===== config.mk =====
export PLATFORM = sky130hd
export DESIGN_NAME = acc_row_ctrl
export DESIGN_NICKNAME = d
export VERILOG_FILES = /design/src/rtl/acc_pkg.sv /design/src/rtl/acc_tag_pipe.sv /design/src/rtl/acc_row_ctrl.sv
export SDC_FILE = /design/constraint.sdc
export NUM_CORES = 1
export LEC_CHECK = 0
export CAP_MARGIN = 20
export CORE_UTILIZATION = 63
export DETAILED_ROUTE_END_ITERATION = 12
export DONT_BUFFER_PORTS = 1
export GPL_ROUTABILITY_DRIVEN = 0
export GPL_TIMING_DRIVEN = 0
export PLACE_DENSITY = 0.75
export SLEW_MARGIN = 20
export SYNTH_ARGS = -nofsm -noshare
export SYNTH_HDL_FRONTEND = slang
export SYNTH_SLANG_ARGS = --single-unit

===== constraint.sdc =====
create_clock -name clk -period 2.8 [get_ports clk]
set_input_delay 0.56 -clock clk [delete_from_list [all_inputs] [get_ports clk]]
set_output_delay 0.56 -clock clk [all_outputs]
set_load 0.005 [all_outputs]

===== src/rtl/acc_pkg.sv =====
// Shared sizing defaults and FSM encoding for the accumulator row controller.
package acc_pkg;

  localparam int LINE_W  = 480;
  localparam int ACC_LAT = 3;
  localparam int DW      = 8;

  typedef enum logic [1:0] {
    S_IDLE  = 2'd0,
    S_RUN   = 2'd1,
    S_DRAIN = 2'd2,
    S_DONE  = 2'd3
  } state_t;

endpackage


===== src/rtl/acc_tag_pipe.sv =====
// Tag delay line that tracks which datapath slots carry real pixels.
// It advances only on enabled cycles, so it stays aligned with a stalled datapath.
module acc_tag_pipe
  import acc_pkg::*;
#(
  parameter int DEPTH = ACC_LAT
) (
  input  logic clk,
  input  logic rst_n,
  input  logic i_en,
  input  logic i_tag,
  output logic o_last
);

  logic [DEPTH-1:0] r_tag;

  generate
    if (DEPTH == 1) begin : g_one
      // A single stage simply captures the tag on each enabled cycle.
      always_ff @(posedge clk or negedge rst_n) begin
        if (!rst_n) begin
          r_tag <= '0;
        end else if (i_en) begin
          r_tag <= i_tag;
        end
      end
    end else begin : g_many
      // Shift the tag one stage deeper on each enabled cycle.
      always_ff @(posedge clk or negedge rst_n) begin
        if (!rst_n) begin
          r_tag <= '0;
        end else if (i_en) begin
          r_tag <= {r_tag[DEPTH-2:0], i_tag};
        end
      end
    end
  endgenerate

  assign o_last = r_tag[DEPTH-1];

endmodule


===== src/rtl/acc_row_ctrl.sv =====
// Row/frame sequencer for the 3-tap accumulator datapath.
// It accepts pixels through a valid/ready handshake and forwards them with a
// datapath enable. After the last pixel it flushes the pipeline with zeros.
// It also tags which datapath results belong to real pixels.
module acc_row_ctrl
  import acc_pkg::*;
#(
  parameter int LINE_W  = acc_pkg::LINE_W,
  parameter int ACC_LAT = acc_pkg::ACC_LAT,
  parameter int DW      = acc_pkg::DW
) (
  input  logic                 clk,
  input  logic                 rst_n,
  input  logic                 start,
  input  logic [7:0]           cfg_rows,
  input  logic                 wt_we,
  input  logic [1:0]           wt_addr,
  input  logic signed [DW-1:0] wt_data,
  input  logic                 pix_valid,
  input  logic signed [DW-1:0] pix_data,
  output logic                 pix_ready,
  output logic                 acc_ce,
  output logic signed [DW-1:0] acc_din,
  output logic signed [DW-1:0] acc_w0,
  output logic signed [DW-1:0] acc_w1,
  output logic signed [DW-1:0] acc_w2,
  output logic                 res_valid,
  output logic [8:0]           col_idx,
  output logic [7:0]           row_idx,
  output logic                 row_done,
  output logic                 frame_done,
  output logic                 busy
);

  localparam logic [8:0] LAST_COL   = 9'(LINE_W - 1);
  localparam logic [3:0] DRAIN_LEN  = 4'(ACC_LAT);

  state_t               r_state;
  logic [8:0]           r_cnt_col;
  logic [7:0]           r_cnt_row;
  logic [7:0]           r_rows;
  logic [3:0]           r_drain;
  logic                 r_acc_ce;
  logic                 r_acc_real;
  logic signed [DW-1:0] r_acc_din;
  logic [8:0]           r_col_idx;
  logic [7:0]           r_row_idx;
  logic                 r_row_done;
  logic                 r_frame_done;
  logic signed [DW-1:0] r_stg0, r_stg1, r_stg2;
  logic signed [DW-1:0] r_w0, r_w1, r_w2;

  logic w_xfer;
  logic w_last_col;
  logic w_last_row;
  logic w_tag_last;

  assign pix_ready  = (r_state == S_RUN);
  assign w_xfer     = pix_valid & pix_ready;
  assign w_last_col = (r_cnt_col == LAST_COL);
  assign w_last_row = (r_cnt_row == (r_rows - 8'd1));

  // Staging weights take writes at any time; address 3 is a dead slot.
  always_ff @(posedge clk or negedge rst_n) begin
    if (!rst_n) begin
      r_stg0 <= '0;
      r_stg1 <= '0;
      r_stg2 <= '0;
    end else if (wt_we) begin
      case (wt_addr)
        2'd0:    r_stg0 <= wt_data;
        2'd1:    r_stg1 <= wt_data;
        2'd2:    r_stg2 <= wt_data;
        default: ;
      endcase
    end
  end

  // Frame FSM with registered datapath drive, indices and status pulses.
  always_ff @(posedge clk or negedge rst_n) begin
    if (!rst_n) begin
      r_state      <= S_IDLE;
      r_cnt_col    <= '0;
      r_cnt_row    <= '0;
      r_rows       <= '0;
      r_drain      <= '0;
      r_acc_ce     <= 1'b0;
      r_acc_real   <= 1'b0;
      r_acc_din    <= '0;
      r_col_idx    <= '0;
      r_row_idx    <= '0;
      r_row_done   <= 1'b0;
      r_frame_done <= 1'b0;
      r_w0         <= '0;
      r_w1         <= '0;
      r_w2         <= '0;
    end else begin
      r_acc_ce     <= 1'b0;
      r_row_done   <= 1'b0;
      r_frame_done <= 1'b0;
      case (r_state)
        S_IDLE: begin
          if (start) begin
            if (cfg_rows != 8'd0) begin
              r_w0      <= r_stg0;
              r_w1      <= r_stg1;
              r_w2      <= r_stg2;
              r_rows    <= cfg_rows;
              r_cnt_col <= '0;
              r_cnt_row <= '0;
              r_col_idx <= '0;
              r_row_idx <= '0;
              r_state   <= S_RUN;
            end else begin
              r_frame_done <= 1'b1;
              r_state      <= S_DONE;
            end
          end
        end
        S_RUN: begin
          if (w_xfer) begin
            r_acc_ce   <= 1'b1;
            r_acc_real <= 1'b1;
            r_acc_din  <= pix_data;
            r_col_idx  <= r_cnt_col;
            r_row_idx  <= r_cnt_row;
            if (w_last_col) begin
              r_row_done <= 1'b1;
              r_cnt_col  <= '0;
              r_cnt_row  <= r_cnt_row + 8'd1;
              if (w_last_row) begin
                r_drain <= '0;
                r_state <= S_DRAIN;
              end
            end else begin
              r_cnt_col <= r_cnt_col + 9'd1;
            end
          end
        end
        S_DRAIN: begin
          if (r_drain == DRAIN_LEN) begin
            r_frame_done <= 1'b1;
            r_state      <= S_DONE;
          end else begin
            r_acc_ce   <= 1'b1;
            r_acc_real <= 1'b0;
            r_acc_din  <= '0;
            r_drain    <= r_drain + 4'd1;
          end
        end
        S_DONE: begin
          r_state <= S_IDLE;
        end
        default: begin
          r_state <= S_IDLE;
        end
      endcase
    end
  end

  acc_tag_pipe #(
    .DEPTH (ACC_LAT)
  ) u_tag_pipe (
    .clk    (clk),
    .rst_n  (rst_n),
    .i_en   (r_acc_ce),
    .i_tag  (r_acc_real),
    .o_last (w_tag_last)
  );

  assign acc_ce     = r_acc_ce;
  assign acc_din    = r_acc_din;
  assign acc_w0     = r_w0;
  assign acc_w1     = r_w1;
  assign acc_w2     = r_w2;
  assign res_valid  = r_acc_ce & w_tag_last;
  assign col_idx    = r_col_idx;
  assign row_idx    = r_row_idx;
  assign row_done   = r_row_done;
  assign frame_done = r_frame_done;
  assign busy       = (r_state != S_IDLE);

endmodule


After elaboration in Yosys (flattened, before gate mapping)

Cells that the tools add are included.
W data, S select, Z words.

Register bits: 111
Latch bits: 0
Memory bits (writable): 0
ROM bits: 0
Input bits: 31
Output and inout port bits: 55
Logic and storage cells: 97
Memories: 0

Add/subtract/negate cells: 4
$mul: 0
Divide/modulo/power cells: 0
Order comparisons: 0
Equal/unequal tests: 15
Shifts and indexed selects: 0
Multiplexer cells: 42
Bitwise gates (word level): 2
Reductions and logical operators: 15

Operators with widths:

| cell                  | number |
|---|---|
| $mux W8               | 7 |
| $pmux W8 S2           | 3 |
| $mux W9               | 5 |
| $pmux W9 S2           | 2 |
| $mux W4               | 4 |
| $reduce_and A5 Y1     | 3 |
| $mux W2               | 6 |
| $mux W1               | 10 |
| $add A9 B1 Y9 const B | 1 |
| $eq A9 B9 Y1 const B  | 1 |
| $add A8 B1 Y8 const B | 1 |
| $eq A8 B8 Y1          | 1 |
| $ne A2 B2 Y1 const B  | 4 |
| $pmux W2 S4           | 1 |
| $pmux W4 S2           | 1 |
| $reduce_bool A8 Y1    | 1 |
| $sub A8 B1 Y8 const B | 1 |
| $eq A2 B2 Y1 const B  | 3 |
| $ne A2 B1 Y1 const B  | 3 |
| $pmux W1 S2           | 3 |
| $reduce_and A2 Y1     | 3 |
| $reduce_and A3 Y1     | 2 |
| $reduce_bool A2 Y1    | 3 |
| $add A4 B1 Y4 const B | 1 |
| other kinds (5)       | 8 |

Longest topological paths before layout

Gate-level depths: netlist of the first run.

Depth after elaboration: 6
Mapped depth: 10
Gate-level depth less buffers: 8

Modules after synthesis

Synthesis of the first run repeated with hierarchy kept, for this count alone.

Cells, all modules: 420
Area, all modules: 5041.1 um^2

Modules (own cells, without submodules):

| module       | times used | cells an instance | area each (um^2) | seq. area each (um^2) |
|---|---|---|---|---|
| acc_row_ctrl | 1          | 414               | 4932.2           | 2702.6 |
| acc_tag_pipe | 1          | 6                 | 108.9            | 75.1 |

Least setup slack after synthesis of the first run

OpenSTA, ideal clock, no wires.

Path kind: input-to-reg
Start point: input cfg_rows[1]
End point: register r_cnt_col[1]
Library setup time: 0.096 ns
Arrival time: 2.223 ns
Required time: 2.704 ns
Setup slack: 0.481 ns
Stages: 8
Path buffers: 3
Cell sequence: nor4_1 -> a21oi_1 -> clkbuf_1 -> o21ai_0 -> clkbuf_1 -> clkbuf_1 -> nand2_1 -> o31ai_1

Cells in the longest elaborated chain, start to end: 3

Ends and longest elaborated chain:

| what                               | line                | source |
|---|---|---|
| start: declaration                 | acc_row_ctrl.sv:15  | `input logic [7:0] cfg_rows,` |
| $reduce_bool A8 Y1                 | acc_row_ctrl.sv:104 | `if (cfg_rows != 8'd0) begin` |
| $ne A2 B2 Y1 (no source line)      | --                  |  |
| $reduce_and A4 Y1 (no source line) | --                  |  |
| end signal: assignment             | acc_row_ctrl.sv:136 | `r_cnt_col <= r_cnt_col + 9'd1;` |
| end: declaration                   | acc_row_ctrl.sv:39  | `logic [8:0] r_cnt_col;` |

No other way between the ends.
A chain may end at the register's enable or synchronous reset.

Worst setup path in the final report of the first run

Start point: register r_cnt_col[0]
End point: register r_cnt_row[6]

Cells in the longest elaborated chain, start to end: 3

Ends and longest elaborated chain:

| what                               | line                | source |
|---|---|---|
| $eq A9 B9 Y1                       | acc_row_ctrl.sv:60  | `assign w_last_col = (r_cnt_col == LAST_COL);` |
| $ne A2 B1 Y1 (no source line)      | --                  |  |
| $reduce_and A5 Y1 (no source line) | --                  |  |
| end signal: assignment             | acc_row_ctrl.sv:130 | `r_cnt_row <= r_cnt_row + 8'd1;` |
| end: declaration                   | acc_row_ctrl.sv:40  | `logic [7:0] r_cnt_row;` |

No other way between the ends.

==> results of run 1 <==
[power breakdown]
part | internal, mW | switching, mW
clock | 0.335 | 0.543
combinational | 0.718 | 0.841
sequential | 2.08 | 0.395
total | 3.13 | 1.78
[final cells by class]
| type | instances | area share |
|---|---|---|
| multi-input cells | 277 | 0.381 |
| inverters | 12 | 0.00875 |
| plain buffers | 16 | 0.0124 |
| clock buffers | 9 | 0.0241 |
| well taps | 99 | 0.0241 |
| flip-flops and latches | 111 | 0.539 |
| clock inverters | 6 | 0.0104 |
[final timing paths]
path	from	to	slack, ns	depth (start not counted)
setup / recovery	r_cnt_col[0]$_DFFE_PN0P_	r_cnt_row[6]$_DFFE_PN0P_	0.29	8
hold / removal	rst_n	col_idx[2]$_DFFE_PN0P_	-0.12	0
setup reg to reg	r_cnt_col[0]$_DFFE_PN0P_	r_cnt_row[6]$_DFFE_PN0P_	0.29	8
hold reg to reg	r_acc_real$_DFFE_PN0P_	r_acc_real$_DFFE_PN0P_	0.50	1
max in group asynchronous	rst_n	acc_w1[3]$_DFFE_PN0P_	2.80	0
min in group clk	cfg_rows[0]	r_rows[0]$_DFFE_PN0P_	0.31	2
[state kept, by name, summed over array words and instances (netlist names), 8 cells and up]
register and count:
r_stg0 8, acc_w2 8, acc_din 8, row_idx 8
r_rows 8, r_stg2 8, r_stg1 8, acc_w1 8
r_cnt_col 9, col_idx 9, acc_w0 8, r_cnt_row 8
[logic make-up (layout without fill, tap and decap cells)]
family / after synthesis / in the layout
DFF: 111 / 111
buffers and inverters: 28 / 43
muxes: 59 / 59
AOI/OAI and AO/OA: 77 / 77
xor gates and xnor gates: 11 / 11
and+or+nand+nor: 122 / 122
adders and majority gates: 8 / 8
[layout by cell type (no fill, tap or decap), types with 4 or more instances in the layout]
cell and n:
clkbuf_8 9, xnor2_1 9, nand2_1 51, nor3_1 7
dfrtp_1 111, nand2b_1 4, clkbuf_1 9, ha_1 8
a21oi_1 6, o31ai_1 9, a22o_1 8, o21ai_0 40
nand3_1 12, mux2_2 56, inv_1 12, buf_1 4
nor2_1 15
[worst max-delay path, stage by stage, from the launching register on]
cell and delay, ns:
dfrtp_1 0.42, ha_1 0.23, nand4_1 0.21, o21ai_1 0.51
o211ai_1 0.28, clkbuf_1 0.26, nor3_1 0.28, xnor2_1 0.15
nor2_1 0.05
[timing repair]
| item | CTS | global route |
|---|---|---|
| endpoints found under the setup margin | 0 | 21 |
| resized for setup | 0 | 3 |
| endpoints found under the hold margin | 111 | 111 |
[metrics by stage]
step / setup TNS [ns] / hold slack (ns) / area [sq um]
4_1_cts: 0 / -0.141 / 5140
2_1_floorplan: 0 / 0.264 / 4840
5_1_grt: -0.00638 / -0.158 / 5150
6_report: 0 / -0.125 / 5150
3_5_place_dp: -4.60 / 0.267 / 4960
3_3_place_gp: -4.44 / 0.266 / 4960
[per-layer routing]
metal	part of all wire	routed length, microns	global-route usage
met4	0.014	128	0.0722
met2	0.48	4270	0.372
met1	0.44	3880	0.311
met5	0	0	0
met3	0.067	594	0.0814
==> key figures, run 1 <==
Critical path
  – Worst EP required: 3.06 ns
  – Startpoint types: flip-flop
  – Crit path DAT: 2.77 ns
  – CP max FO: 10
  – Crit Path Class: flip-flop to flip-flop
  – CP Capture Type: flip-flop

Yosys
  – Multiplexer area fraction after synthesis: 0.137
  – Synth Cell Area: 4840 sq um
  – Post-synth top area share: 0.574
  – Ranking of synthesized cells by area: dfrtp_1 57%, mux2_2 13%, o21ai_0 4.1%
  – Number of enable flip-flop cells after synthesis: 0
  – Post-synth top area cell: dfrtp_1
  – Compound-Gate Fraction of Synth Area: 0.101
  – XOR/XNOR share of the synthesized area: 0.0199
  – Main synth FF type: dfrtp_1
  – Most common cell in the netlist: dfrtp_1
  – Synth async-reset ratio: 1.00
  – Synth Area in Adders: 0.0207
  – Yosys warns: 0
  – Netlist cell types: 49
  – Synthesized Nets: 455
  – Sequential fraction of the synthesis area: 0.574
  – Main combinational cell family by area after synthesis: multiplexers
  – Avg Inst Size Synth: 11.6 sq um
  – Yosys reg bits: 111
  – Post-synthesis simple-gate area fraction: 0.125
  – Post-synth top cells: 111 x dfrtp_1, 56 x mux2_2, 51 x nand2_1
  – Mapped Cells: 416

GRT
  – Vias in the first global route: 3,004
  – Largest net degree at the start of global routing: 112
  – GRT overflow: 0
  – Initial antenna violation count: 0
  – GRT Util Overall: 0.236
  – First-pass GRT wire length: 14,200 microns

Timing
  – Skew final: 0.0134 ns
  – Slew @ Worst Pin: 0.746 ns
  – WHS: -0.125 ns
  – Final hold violation count: 111
  – Setup ws final: 0.287 ns
  – Slew headroom: 0.501
  – Minimum clock period: 2.51 ns
  – Max Transition Viols Final: 0
  – Setup violators final: 0
  – RSZ-0062 raised after global routing: true
  – FMAX: 398 MHz
  – Fin crit share: 0.898

Placed design
  – Post-place setup slack: -0.260 ns
  – Port Buffers: 0
  – Inst Count DP: 515
  – Dpl hpwl: 6370 microns

Drt
  – Vias: 3,100
  – Post-DR vias/cell: 5.85
  – DR iter-0 viols: 146
  – Average wire per standard cell: 16.7 microns
  – DRT Pass-1 Iters: 4
  – Total wire length: 8870 microns
  – Post-route ant nets: 0
  – DRC: 0

Clocking
  – Clock sink total: 111
  – CTS Buf Count: 9
  – H-tree depth: 3
  – Clock Path Buffers: 2
  – CTS tree: yes
  – Skew-Pair Late Insertion Delay: 0.37 ns
  – Clock Pin Slew Worst Setup and Hold Paths: 0.10 ns
  – Postcts setup bufs: 0
  – Clock Tree Root: clkbuf_8

Cells and area
  – Util after Layout: 0.703
  – Layout fillers: 545
  – P&R area growth vs syn: 6.49%
  – Fraction of layout cells with a size suffix above 1: 0.202
  – Register Area: 2780 sq um
  – Finished Layout Cells: 530
  – Multi-input logic area: 1960 sq um
  – Number of antenna diodes: 0
  – Layout Nets: 466

Floorplanning
  – Die H: 89.6 microns
  – FP Rows: 31
  – Initial core utilization: 0.660
  – Die Width: 89.6 microns
  – Total core area: 7330 sq um
  – Die area: 8030 sq um
  – Io pins: 86

Power and ir drop
  – Pwr dens: 953 nW/um^2
  – Leakage: 2.19 nW
  – Maximum VDD drop: 0.510 mV
  – Tot Pwr: 4.91 mW

Worst hold path
  – HP Class: input pin to async pin

Job
  – Max-cap violations: 0

Outcome
  – Outcome: complete, but fails checks
  – Failing checks: negative hold slack
Note: power is estimated with default switching activity, not from simulation.
==> inputs of run 2 (changes only) <==
Settings changed: CORE_MARGIN from default to 3.
==> run 2 against run 1 <==
Net effect: the run still ends with negative hold slack left; clock skew decreased by 0.0026 ns; total power grew 2.2%; combinational power is essentially flat; critical path type unchanged.
==> key figures, run 2 (same netlist as run 1, synthesis figures left out) <==
Outcome
  – Outcome: complete, but fails checks (unchanged)
  – Failing checks: negative hold slack (unchanged)

Drt
  – Met2 WL post-DR: 4780 microns (was 4270 microns)
  – Vias: 3,138 (was 3,100)
  – WL met3: 639 microns (was 594 microns)
  – Max layer used: met4 (unchanged)
  – M1 WL: 3760 microns (was 3880 microns)
  – Average wire per standard cell: 17.5 microns (was 16.7 microns)
  – Post-DR vias/cell: 5.91 (was 5.85)
  – DRT Pass-1 Iters: 4 (unchanged)
  – Total wire length: 9270 microns (was 8870 microns)
  – DRC: 0 (unchanged)
  – DR iter-0 viols: 214 (was 146)
  – Post-route ant nets: 0 (unchanged)

Worst hold path
  – HP Class: input pin to async pin (unchanged)

Cells and area
  – P&R area growth vs syn: 7.14% (was 6.49%)
  – Layout fillers: 520 (was 545)
  – Layout Nets: 466 (unchanged)
  – Leading cell type in the layout, fill and taps excluded: dfrtp_1 (unchanged)
  – Fraction of layout cells with a size suffix above 1: 0.204 (was 0.202)
  – Most frequent cells in the layout: 111 x dfrtp_1, 56 x mux2_2, 51 x nand2_1 (unchanged)
  – Util after Layout: 0.707 (was 0.703)
  – Post-route cell area: 5180 sq um (was 5150 sq um)
  – Number of antenna diodes: 0 (unchanged)

Timing
  – Setup violators final: 0 (unchanged)
  – Minimum clock period: 2.48 ns (was 2.51 ns)
  – RSZ-0062 raised after global routing: false (was true)
  – FMAX: 403 MHz (was 398 MHz)
  – Final hold violation count: 111 (unchanged)
  – Fin crit share: 0.887 (was 0.898)
  – Skew final: 0.0108 ns (was 0.0134 ns)
  – Setup TNS: 0 ns (unchanged)
  – Max Transition Viols Final: 0 (unchanged)
  – Slew headroom: 0.514 (was 0.501)
  – WHS: -0.132 ns (was -0.125 ns)
  – Slew @ Worst Pin: 0.726 ns (was 0.746 ns)

Floorplanning
  – Die area: 8760 sq um (was 8030 sq um)
  – Initial core utilization: 0.660 (unchanged)
  – Die H: 93.6 microns (was 89.6 microns)
  – FP Rows: 31 (unchanged)
  – Total core area: 7330 sq um (unchanged)
  – Die Width: 93.6 microns (was 89.6 microns)
  – Io pins: 86 (unchanged)

Critical path
  – Worst EP required: 3.02 ns (was 3.06 ns)
  – CP cell instances: inv_1 > ha_1 > or2b_2 > o21ai_0 > clkbuf_1 > clkbuf_1 > o21ai_0 (was ha_1 > nand4_1 > o21ai_1 > o211ai_1 > clkbuf_1 > nor3_1 > xnor2_1 > nor2_1)
  – Crit Path Class: flip-flop to flip-flop (unchanged)
  – CP max FO: 10 (unchanged)
  – Startpoint types: flip-flop (unchanged)
  – CP Capture Type: flip-flop (unchanged)
  – Slowest stage cell, crit path: dfrtp_1 (was o21ai_1)
  – Crit path DAT: 2.71 ns (was 2.77 ns)
  – WP buf/inv: 3 (was 1)
  – Crit path largest cell delay: 0.40 ns (was 0.51 ns)
  – Cell family with most CP delay: buffers and inverters (was compound AO/OA/AOI/OAI gates)

GRT
  – Vias in the first global route: 3,217 (was 3,004)
  – GRT overflow: 0 (unchanged)
  – First-pass GRT wire length: 15,700 microns (was 14,200 microns)
  – Initial antenna violation count: 0 (unchanged)
  – Largest net degree at the start of global routing: 112 (unchanged)
  – GRT Util Overall: 0.230 (was 0.236)

Clocking
  – CTS Buf Count: 9 (unchanged)
  – CTS tree: yes (unchanged)
  – Clock sink total: 111 (unchanged)
  – Postcts setup bufs: 0 (unchanged)
  – H-tree depth: 3 (unchanged)
  – Skew-Pair Late Insertion Delay: 0.37 ns (about the same)
  – Clock Pin Slew Worst Setup and Hold Paths: 0.11 ns (was 0.10 ns)
  – Clock Path Buffers: 2 (unchanged)
  – Clock Tree Root: clkbuf_8 (unchanged)

Power and ir drop
  – Power share of the sequential group: 0.494 (was 0.504)
  – Clk pwr share: 0.193 (was 0.179)
  – Maximum VDD drop: 0.537 mV (was 0.510 mV)
  – Sw power: 1.79 mW (was 1.78 mW)
  – Comb pwr share: 0.313 (was 0.318)
  – Pint: 3.23 mW (was 3.13 mW)
  – Leakage: 2.20 nW (was 2.19 nW)
  – Pwr dens: 968 nW/um^2 (was 953 nW/um^2)
  – Sw frac: 0.357 (was 0.362)

Job
  – Max-cap violations: 0 (unchanged)

Placed design
  – DP Area: 4960 sq um (unchanged)
  – Port Buffers: 0 (unchanged)
  – Dpl hpwl: 6650 microns (was 6370 microns)
run 2: repair_timing:
item                       in CTS  in global routing
hold endpoints to repair      111                111
gates resized for setup         0                  4
setup endpoints to repair       0                 22
run 2: per-layer routing:
metal  up-vias  GRT usage
met5         -          0
met4         0     0.0626
met3         8     0.0813
met2        82      0.385
met1      1565      0.283
li1       1483          -
run 2: final cells by class:
cell class                      instances  area (sq um)  area share
Sequential cell                       111          2780       0.536
Buffer                                 16          63.8      0.0123
Tap cell                               99           124      0.0239
Inverter                               12          45.0     0.00869
Multi-Input combinational cell        277          1970       0.379
Clock buffer                           10           128      0.0246
Clock inverter                          6          77.6      0.0150
run 2: metrics by stage:
step	instances	setup WS [ns]	hold WS [ns]	total power [mW]
after floorplan	416	0.481	0.264	3.66
after global placement	515	-0.246	0.267	4.00
after detailed placement	515	-0.256	0.267	4.08
after CTS	531	0.138	-0.147	5.06
after global routing	531	0.102	-0.162	5.37
final	531	0.316	-0.132	5.01
run 2: worst paths after layout:
path / from / to / slack [ns] / cells after the start
hold reg to reg: r_acc_real$_DFFE_PN0P_ / r_acc_real$_DFFE_PN0P_ / 0.50 / 1
setup reg to reg: r_state[1]$_DFFE_PN0P_ / row_idx[4]$_DFFE_PN0P_ / 0.32 / 7
max in group asynchronous: rst_n / r_stg2[7]$_DFFE_PN0P_ / 2.81 / 0
setup / recovery: r_state[1]$_DFFE_PN0P_ / row_idx[4]$_DFFE_PN0P_ / 0.32 / 7
min in group clk: cfg_rows[1] / r_rows[1]$_DFFE_PN0P_ / 0.31 / 2
hold / removal: rst_n / col_idx[8]$_DFFE_PN0P_ / -0.13 / 0
run 2: power by group through the flow:
stage	Combinational, mW	Clock, mW	Sequential [mW]
after floorplan	1.27	0	2.39
after global placement	1.50	0	2.49
after detailed placement	1.57	0	2.51
after CTS	1.58	0.996	2.48
after global routing	1.78	1.06	2.54
final	1.57	0.969	2.47
==> inputs of run 3 (changes only) <==
Settings changed: ABC_CLOCK_PERIOD_IN_PS from default to 2800, GPL_TIMING_DRIVEN 0 to default.
==> run 3 against run 2 <==
Net effect: cell area is 0.63% lower; the run still ends with negative hold slack left; fmax is 2.9% lower; utilization is 0.44 points lower; sequential cell count stayed put; critical endpoint is now r_cnt_row[7]$_DFFE_PN0P_; clock power is 11% lower; largest power group unchanged; highest routed layer unchanged.
==> key figures, run 3 (same netlist as run 1, synthesis figures left out) <==
GRT
  – Largest net degree at the start of global routing: 112 (unchanged)
  – GRT Util Overall: 0.224 (was 0.230)
  – GRT overflow: 0 (unchanged)
  – First-pass GRT wire length: 15,300 microns (was 15,700 microns)
  – Initial antenna violation count: 0 (unchanged)
  – Vias in the first global route: 3,202 (was 3,217)

Critical path
  – Worst EP required: 3.06 ns (was 3.02 ns)
  – Slowest stage cell, crit path: o211ai_1 (was dfrtp_1)
  – Worst Setup EP: r_cnt_row[7]$_DFFE_PN0P_ (was row_idx[4]$_DFFE_PN0P_)
  – Reg-to-reg critical path startpoint: r_cnt_col[0]$_DFFE_PN0P_ (was r_state[1]$_DFFE_PN0P_)
  – Crit Path Class: flip-flop to flip-flop (unchanged)
  – CP cell instances: ha_1 > nand4_1 > o21ai_1 > o211ai_1 > nor4_1 > xnor2_1 > nor2_1 (was inv_1 > ha_1 > or2b_2 > o21ai_0 > clkbuf_1 > clkbuf_1 > o21ai_0)
  – Crit path DAT: 2.82 ns (was 2.71 ns)
  – Stages on worst setup path: 7 (unchanged)
  – Startpoint types: flip-flop (unchanged)
  – Crit path largest cell delay: 0.46 ns (was 0.40 ns)
  – Worst R2R End: r_cnt_row[7]$_DFFE_PN0P_ (was row_idx[4]$_DFFE_PN0P_)
  – CP max FO: 13 (was 10)
  – CP Capture Type: flip-flop (unchanged)
  – Critical Path Source: r_cnt_col[0]$_DFFE_PN0P_ (was r_state[1]$_DFFE_PN0P_)
  – Reg2reg setup slack: 0.24 ns (was 0.32 ns)
  – Cell family with most CP delay: compound AO/OA/AOI/OAI gates (was buffers and inverters)
  – Reg2Reg Depth: 7 (unchanged)
  – WP buf/inv: 0 (was 3)

Cells and area
  – Most frequent cells in the layout: 111 x dfrtp_1, 56 x mux2_2, 51 x nand2_1 (unchanged)
  – Layout fillers: 524 (was 520)
  – Number of antenna diodes: 0 (unchanged)
  – Layout Nets: 457 (was 466)
  – Fraction of layout cells with a size suffix above 1: 0.213 (was 0.204)
  – Util after Layout: 0.702 (was 0.707)
  – Leading cell type in the layout, fill and taps excluded: dfrtp_1 (unchanged)
  – Finished Layout Cells: 521 (was 531)
  – P&R area growth vs syn: 6.47% (was 7.14%)
  – Post-route cell area: 5150 sq um (was 5180 sq um)

Floorplanning
  – Initial core utilization: 0.660 (unchanged)
  – Io pins: 86 (unchanged)
  – Total core area: 7330 sq um (unchanged)
  – Die area: 8760 sq um (unchanged)
  – Die Width: 93.6 microns (unchanged)
  – Die H: 93.6 microns (unchanged)
  – FP Rows: 31 (unchanged)

Timing
  – WHS: -0.122 ns (was -0.132 ns)
  – Slew @ Worst Pin: 0.980 ns (was 0.726 ns)
  – Max Transition Viols Final: 0 (unchanged)
  – Fin crit share: 0.914 (was 0.887)
  – Setup violators final: 0 (unchanged)
  – RSZ-0062 raised after global routing: false (unchanged)
  – Slew headroom: 0.347 (was 0.514)
  – Setup ws final: 0.242 ns (was 0.316 ns)
  – Setup TNS: 0 ns (unchanged)
  – Skew final: 0.00750 ns (was 0.0108 ns)
  – Final hold violation count: 111 (unchanged)
  – Minimum clock period: 2.56 ns (was 2.48 ns)
  – FMAX: 391 MHz (was 403 MHz)

Outcome
  – Failing checks: negative hold slack (unchanged)
  – Outcome: complete, but fails checks (unchanged)

Drt
  – DRC: 0 (unchanged)
  – Total wire length: 9050 microns (was 9270 microns)
  – Average wire per standard cell: 17.4 microns (was 17.5 microns)
  – Vias: 3,048 (was 3,138)
  – DR iter-0 viols: 125 (was 214)
  – DRT Pass-1 Iters: 4 (unchanged)
  – Post-route ant nets: 0 (unchanged)
  – Post-DR vias/cell: 5.85 (was 5.91)

Clocking
  – Clock Pin Slew Worst Setup and Hold Paths: 0.09 ns (was 0.11 ns)
  – Skew-Pair Late Insertion Delay: 0.37 ns (about the same)
  – H-tree depth: 3 (unchanged)
  – CTS tree: yes (unchanged)
  – Postcts setup bufs: 0 (unchanged)
  – Clock Path Buffers: 2 (unchanged)
  – Clock sink total: 111 (unchanged)
  – Clock Tree Root: clkbuf_8 (unchanged)
  – CTS Buf Count: 9 (unchanged)
  – CTS resizes: 0 (unchanged)

Power and ir drop
  – Leakage: 2.19 nW (was 2.20 nW)
  – Pwr dens: 953 nW/um^2 (was 968 nW/um^2)
  – Maximum VDD drop: 0.547 mV (was 0.537 mV)
  – Tot Pwr: 4.90 mW (was 5.01 mW)

Placed design
  – Post-place setup slack: 0.293 ns (was -0.256 ns)
  – Dpl hpwl: 6460 microns (was 6650 microns)
  – DP Area: 4980 sq um (was 4960 sq um)
  – Port Buffers: 0 (unchanged)
  – Inst Count DP: 506 (was 515)

Worst hold path
  – HP Class: input pin to async pin (unchanged)

Job
  – Max-cap violations: 0 (unchanged)
[run 3: routing by layer]
layer	GRT usage	vias up	part of all wire
met5	0	-	0
met4	0.0590	0	0.011
met3	0.0796	11	0.072
met2	0.367	76	0.50
met1	0.285	1496	0.42
li1	-	1465	-
[run 3: worst min path at each step]
stage / startpoint / cells after the start / end / slack [ns]
6_report: rst_n / 0 / col_idx[3]$_DFFE_PN0P_ / -0.12
2_1_floorplan: rst_n / 0 / acc_ce$_DFF_PN0_ / 0.26
4_1_cts: rst_n / 0 / acc_w0[1]$_DFFE_PN0P_ / -0.14
5_1_grt: rst_n / 0 / r_stg2[3]$_DFFE_PN0P_ / -0.15
3_5_place_dp: rst_n / 0 / col_idx[3]$_DFFE_PN0P_ / 0.27
3_3_place_gp: rst_n / 0 / col_idx[2]$_DFFE_PN0P_ / 0.27
[run 3: area by class of cell]
class / count / area, sq um / share of cell area
clock buffers: 10 / 128 / 0.0248
clock inverters: 5 / 43.8 / 0.00851
inverters: 12 / 45.0 / 0.00875
multi-input cells: 277 / 1970 / 0.382
flip-flops and latches: 111 / 2780 / 0.539
well taps: 99 / 124 / 0.0241
repair buffers: 7 / 65.1 / 0.0126
[run 3: worst reg2reg max path: stages, from the launching register on]
cell and delay (ns):
dfrtp_1 0.44, ha_1 0.25, nand4_1 0.20, o21ai_1 0.45
o211ai_1 0.46, nor4_1 0.44, xnor2_1 0.16, nor2_1 0.06
[run 3: power by group]
part,internal (mW),total [mW],switching [mW]
Sequential,2.08,2.48,0.406
Clock,0.330,0.859,0.529
Combinational,0.747,1.56,0.817
Total,3.15,4.90,1.75
